### src/rtl/qif_neuron_scheduler.sv
// Time-multiplexed quadratic integrate-and-fire scheduler for four neurons.
// Each tick runs one READ/WRITE pass per neuron. Spikes are queued in a
// first-word-fall-through FIFO as {neuron id, sweep count} events.
module qif_neuron_scheduler #(
  parameter int                 N_NEUR     = 4,
  parameter logic signed [7:0]  V_RESET    = -8'sd20,
  parameter logic signed [7:0]  V_PEAK     = 8'sd50,
  parameter int                 FIFO_DEPTH = 4
) (
  input  logic       clk,
  input  logic       rst_n,
  input  logic       tick_i,
  output logic       busy_o,
  output logic       done_o,
  input  logic       cfg_we_i,
  input  logic       cfg_sel_i,
  input  logic [1:0] cfg_addr_i,
  input  logic [7:0] cfg_data_i,
  output logic       cfg_ready_o,
  input  logic [1:0] mon_addr_i,
  output logic [7:0] mon_v_o,
  output logic       spk_valid_o,
  input  logic       spk_ready_i,
  output logic [1:0] spk_id_o,
  output logic [7:0] spk_time_o,
  output logic       overrun_o,
  output logic       drop_o,
  input  logic       clr_err_i
);

  localparam int IW = 2;
  localparam int PW = $clog2(FIFO_DEPTH);
  localparam logic [IW-1:0] LAST_IDX = IW'(N_NEUR - 1);
  localparam logic [PW:0]   FULL_CNT = (PW + 1)'(FIFO_DEPTH);

  typedef enum logic [1:0] {IDLE, READ, WRITE, DONE} state_t;

  state_t            state, state_nx;
  logic [IW-1:0]     idx;
  logic signed [7:0] v_mem [N_NEUR];
  logic signed [7:0] b_mem [N_NEUR];
  logic signed [7:0] v_r, b_r;
  logic [7:0]        tick_cnt;

  logic signed [7:0]  b_sh, v_new;
  logic signed [15:0] v_ext, sum;
  logic [15:0]        sq;
  logic               spike;

  logic [IW+7:0]      fifo_mem [FIFO_DEPTH];
  logic [PW-1:0]      wr_ptr, rd_ptr;
  logic [PW:0]        count;
  logic               push, pop, full, push_ok, drop_set, cfg_ok;

  // State register.
  always_ff @(posedge clk) begin
    if (!rst_n) state <= IDLE;
    else        state <= state_nx;
  end

  // Next-state and status outputs.
  always_comb begin
    state_nx    = state;
    busy_o      = 1'b0;
    done_o      = 1'b0;
    cfg_ready_o = 1'b0;
    case (state)
      IDLE: begin
        cfg_ready_o = 1'b1;
        if (tick_i) state_nx = READ;
      end
      READ: begin
        busy_o   = 1'b1;
        state_nx = WRITE;
      end
      WRITE: begin
        busy_o   = 1'b1;
        state_nx = (idx == LAST_IDX) ? DONE : READ;
      end
      DONE: begin
        busy_o   = 1'b1;
        done_o   = 1'b1;
        state_nx = IDLE;
      end
      default: state_nx = IDLE;
    endcase
  end

  // Neuron index: cleared on sweep start, advanced after each WRITE.
  always_ff @(posedge clk) begin
    if (!rst_n)                           idx <= '0;
    else if (state == IDLE && tick_i)     idx <= '0;
    else if (state == WRITE && idx != LAST_IDX) idx <= idx + 1'b1;
  end

  // QIF update. The square of a signed byte is at most 16384, so the 16-bit
  // product is exact and non-negative; the sum is formed at 16 bits before
  // clamping to the signed byte range.
  always_comb begin
    b_sh  = b_r >>> 2;
    v_ext = {{8{v_r[7]}}, v_r};
    sq    = v_ext * v_ext;
    sum   = v_ext + {{8{b_sh[7]}}, b_sh} + (sq >> 4);
    if (sum > 16'sd127)       v_new = 8'sd127;
    else if (sum < -16'sd128) v_new = -8'sd128;
    else                      v_new = sum[7:0];
    spike = (v_r >= V_PEAK);
  end

  // Operand latch for the neuron being processed.
  always_ff @(posedge clk) begin
    if (!rst_n) begin
      v_r <= '0;
      b_r <= '0;
    end else if (state == READ) begin
      v_r <= v_mem[idx];
      b_r <= b_mem[idx];
    end
  end

  assign cfg_ok = cfg_we_i && (state == IDLE);

  // Neuron state storage: config writes in IDLE, membrane updates in WRITE.
  always_ff @(posedge clk) begin
    if (!rst_n) begin
      for (int unsigned i = 0; i < N_NEUR; i++) begin
        v_mem[i] <= V_RESET;
        b_mem[i] <= '0;
      end
    end else begin
      if (cfg_ok) begin
        if (cfg_sel_i) v_mem[cfg_addr_i] <= cfg_data_i;
        else           b_mem[cfg_addr_i] <= cfg_data_i;
      end
      if (state == WRITE) v_mem[idx] <= spike ? V_RESET : v_new;
    end
  end

  // Sweep counter used as the spike timestamp.
  always_ff @(posedge clk) begin
    if (!rst_n)             tick_cnt <= '0;
    else if (state == DONE) tick_cnt <= tick_cnt + 8'd1;
  end

  assign push     = (state == WRITE) && spike;
  assign pop      = spk_valid_o && spk_ready_i;
  assign full     = (count == FULL_CNT);
  assign push_ok  = push && (!full || pop);
  assign drop_set = push && full && !pop;

  // Event FIFO storage (no reset needed; guarded by count).
  always_ff @(posedge clk) begin
    if (push_ok) fifo_mem[wr_ptr] <= {idx, tick_cnt};
  end

  // Event FIFO pointers and occupancy.
  always_ff @(posedge clk) begin
    if (!rst_n) begin
      wr_ptr <= '0;
      rd_ptr <= '0;
      count  <= '0;
    end else begin
      if (push_ok) wr_ptr <= wr_ptr + 1'b1;
      if (pop)     rd_ptr <= rd_ptr + 1'b1;
      case ({push_ok, pop})
        2'b10:   count <= count + 1'b1;
        2'b01:   count <= count - 1'b1;
        default: count <= count;
      endcase
    end
  end

  assign spk_valid_o            = (count != '0);
  assign {spk_id_o, spk_time_o} = fifo_mem[rd_ptr];
  assign mon_v_o                = v_mem[mon_addr_i];

  // Sticky error flags; a new error outranks a clear in the same cycle.
  always_ff @(posedge clk) begin
    if (!rst_n) begin
      overrun_o <= 1'b0;
      drop_o    <= 1'b0;
    end else begin
      if (tick_i && busy_o) overrun_o <= 1'b1;
      else if (clr_err_i)   overrun_o <= 1'b0;
      if (drop_set)         drop_o <= 1'b1;
      else if (clr_err_i)   drop_o <= 1'b0;
    end
  end

endmodule
### config.mk
export PLATFORM = sky130hd
export DESIGN_NAME = qif_neuron_scheduler
export DESIGN_NICKNAME = d
export VERILOG_FILES = /design/src/rtl/qif_neuron_scheduler.sv
export SDC_FILE = /design/constraint.sdc
export NUM_CORES = 1
export LEC_CHECK = 0
export ABC_CLOCK_PERIOD_IN_PS = 8500
export CORE_MARGIN = 2
export CORE_UTILIZATION = 56
export CTS_CLUSTER_SIZE = 25
export DETAILED_ROUTE_END_ITERATION = 7
export PLACE_DENSITY = 0.75
export SLEW_MARGIN = 5
export SYNTH_ARGS = -nofsm -noshare
export SYNTH_HDL_FRONTEND = slang
export SYNTH_SLANG_ARGS = --single-unit
### constraint.sdc
create_clock -name clk -period 8.5 [get_ports clk]
set_input_delay 1.275 -clock clk [delete_from_list [all_inputs] [get_ports clk]]
set_output_delay 1.275 -clock clk [all_outputs]
set_load 0.005 [all_outputs]
==> impl_results.md, run 1 <==
* RSZ-0062 raised after global routing: no
* Asr flop ratio synth at 0
* Clk buf depth at 2
* Cell Count, Final, Fillers Out at 1058
* Hold WS at 0.4664 ns
* Pwr Density at 190.4 nW/µm²
* Crit. End Element: flop
* Net Switching at 0.5352 mW
* CP Launch Type: flop
* Port bufs at 42
* Largest net degree at the start of global routing at 54
* Gpl congestion at around 0.89
* Post-DRT Antenna Nets at 0
* Post-synthesis register bit count at 133
* Hold Buf Count CTS at 0
* Int Pwr at about 1.4 mW
* Reg power frac at 0.388
* Mapped Nets at 916
* Final Cycle Share at 0.9209
* Drc violations at 0
* CTS tree: done
* Slowest cell on crit path: dfxtp_1
* Via count at 5982
* Sequential-to-total area share from yosys stat at 0.4057
* Area delta synth->final at 13.87%
* First-pass detailed-route iteration total at 5
* Least-Margin Pin Slew at 1.101 ns
* Number of cells after detailed placement at 1026
* Placeable Area at 15710 µm²
* Ant diodes at 0
* Area of the multi-input gates at 4833 µm²
* Req. time, crit path at 8.65 ns
* Mean Syn Cell Area at 11.31 µm²
* Tot Pwr at 1.936 mW
* GR Overflow Total at 0
* Hold WC Path Type: reg -> reg
* Post-synth top flop: edfxtp_1
* Row Count at 46
* Drt via density at roughly 5.7
* Max Slew Vio Count at 0
* Crit Path Category: reg -> reg
* CTS buffer count at 17
* Number of global-route vias before repair at slightly above 6000
* EDFF count, synth at 96
* Combinational share of power at 0.221
* Final setup fails at 0
* Initial Utilization at 0.5684
* Most frequent cells in the layout: inv_1, edfxtp_1, nand2_1, nor2_1, fa_1
* H-tree depth at 4
* Initial antenna violation count at 0
* Worst Path Max Fanout at 14
* Synthesized cell area at 8931 µm²
* Final setup TNS at 0 ns
* Relative slew slack at 0.2648
* FF+latch area at 3623 µm²
* Final clock skew at 0.01363 ns
* Synthesis Warnings at 0
* DRT iter0 DRCs at 387
* GRT Util Overall at 0.2444
* Die ar. at about 17000 µm²
* Final min period at 7.827 ns
* Setup bufs post-CTS at 0
* Crit-path max cell delay at ~0.68 ns
* Clk slew on worst S/H paths at about 0.060 ns
* Worst-Skew Late Latency at 0.42 ns
* Ports at 43
* Die Wd at between 100 and 150 µm
* Wire length per cell at between 15 and 20 µm
* Routed WL at 19030 µm
* Fin. Hold Viols at 0
* CTS root buf: clkbuf_16
* Final nets at between 900 and 1000
* Filler cell count at 1167
* Dpl hpwl at 13970 µm
* Highest Clock Rate at between 100 and 150 MHz
* Cell variety after synth at 59
* Switch share at 0.2764
* Crit path arrival time at approximately 8.0 ns
* First-pass GRT wire length at 31420 µm
* Status: completed
* Layout cells sized above 1 at 0.09976
* Chip Height at 130.3 µm
* Post_cts resized at 0
* Clock sink count at 133
* LEAKAGE at 4.075 nW
* Maximum vdd drop at 0.1574 mV
* Gate Count Post-Synth at a little under 800
* Clk pwr share at 0.391
* Max-cap violation count at 0
* Most common cell after layout, fill and taps aside: inv_1
[flip-flops by register name (all words and copies together), names as in the netlist, named ones only]
name       count
count          3
tick_cnt       8
state          2
v_r            8
overrun_o      1
wr_ptr         2
fifo_mem      40
b_r            6
rd_ptr         2
b_mem         24
drop_o         1
idx            2
v_mem         32
[cell usage after synthesis (all sizes together), types with 2 or more instances]
cell type  instances  area share
a21o               8      0.0067
fa                55        0.12
clkinv             2     0.00084
nand2b             9      0.0063
and2              43       0.030
o21ai             27       0.016
o21bai             3      0.0025
nand2             68       0.029
a21oi             31       0.019
ha                52       0.073
mux4              32       0.081
and3               9      0.0063
inv               99       0.042
nor2              62       0.026
o21a               2      0.0017
a31oi              2      0.0014
buf                7      0.0035
a21boi            16       0.013
xor2              11       0.011
o22ai              2      0.0014
nand3              8      0.0045
clkbuf            17      0.0071
o211a              3      0.0034
or2                2      0.0014
a221oi             3      0.0050
nor3               7      0.0050
a22oi              2      0.0017
o211ai             4      0.0039
mux2i              4      0.0045
nor3b              3      0.0025
a211oi             3      0.0025
xnor2             33       0.032
dfxtp             37       0.083
nor2b             10      0.0070
or3                2      0.0014
a31o               3      0.0029
edfxtp            96        0.32
[routing by layer]
metal,up-vias,global-route usage,wire length (µm)
met2,221,0.4041,9538
met4,0,0.07274,222
li1,2787,-,-
met5,-,0,0
met3,25,0.04510,1255
met1,2949,0.3332,8013
[critical path, delay by kind of cell, from the launching register on]
kind                     cells  cell delay (ns)
buffers and inverters        5             0.72
AO/OA/AOI/OAI               11             2.14
AND/OR/NAND/NOR              2             0.46
adder cells (fa/ha/maj)      7             2.91
XOR/XNOR                     3             0.65
flip-flops                   1             0.68
[logic make-up (layout without fill, tap and decap cells)]
family,count (synthesis),after routing,synth area share
AOI/OAI and AO/OA,116,116,0.09134
xor gates and xnor gates,44,44,0.04315
adders and majority gates,107,107,0.1961
buffers and inverters,125,177,0.05310
DFF,133,133,0.4057
muxes,37,37,0.08644
and+or+nand+nor,228,228,0.1241
[area by class of cell]
| type | count | share of cell area |
|---|---|---|
| repair buffers | 44 | 0.04281 |
| flip-flops and latches | 133 | 0.3563 |
| well taps | 216 | 0.02657 |
| clock inverters | 8 | 0.007997 |
| inverters | 101 | 0.03728 |
| clock buffers | 24 | 0.05376 |
| multi-input cells | 532 | 0.4753 |
[stage by stage]
stage / setup slack [ns] / utilization / cell area (µm²)
floorplan: 1.411 / - / 8931
global placement: 0.9788 / 0.6073 / 9542
detailed placement: 0.6719 / 0.6073 / 9542
CTS: 0.6558 / 0.6472 / 10170
global route: 0.01657 / 0.6472 / 10170
finish: 0.6727 / 0.6472 / 10170
[power groups by stage]
stage               Sequential [mW]  Clock [mW]  Combinational, mW
floorplan                     0.744           0              0.318
global placement              0.764           0              0.413
detailed placement            0.767           0              0.425
CTS                           0.753       0.759              0.430
global route                  0.757       0.790              0.479
finish                        0.751       0.756              0.428
[worst paths after layout]
kind,start,endpoint,slack (ns),depth (start not counted)
min,b_r[4],b_r[4],0.47,2
max reg2reg,v_r[7],v_mem[3][1],0.67,28
max,v_r[7],v_mem[3][1],0.67,28
min reg2reg,b_r[4],b_r[4],0.47,2
(Power assumes the default switching activity.)
==> run 2: changes to the inputs <==
CAP_MARGIN = 20   (was unset)
==> results of run 2 <==
Final layout, timing and power as in run 1 (identical DEF).
==> run 3: changes to the inputs <==
CAP_MARGIN = unset   (was 20)
CTS_CLUSTER_SIZE = unset   (was 25)
==> results of run 3 <==
Final layout, timing and power as in run 1 (identical DEF).
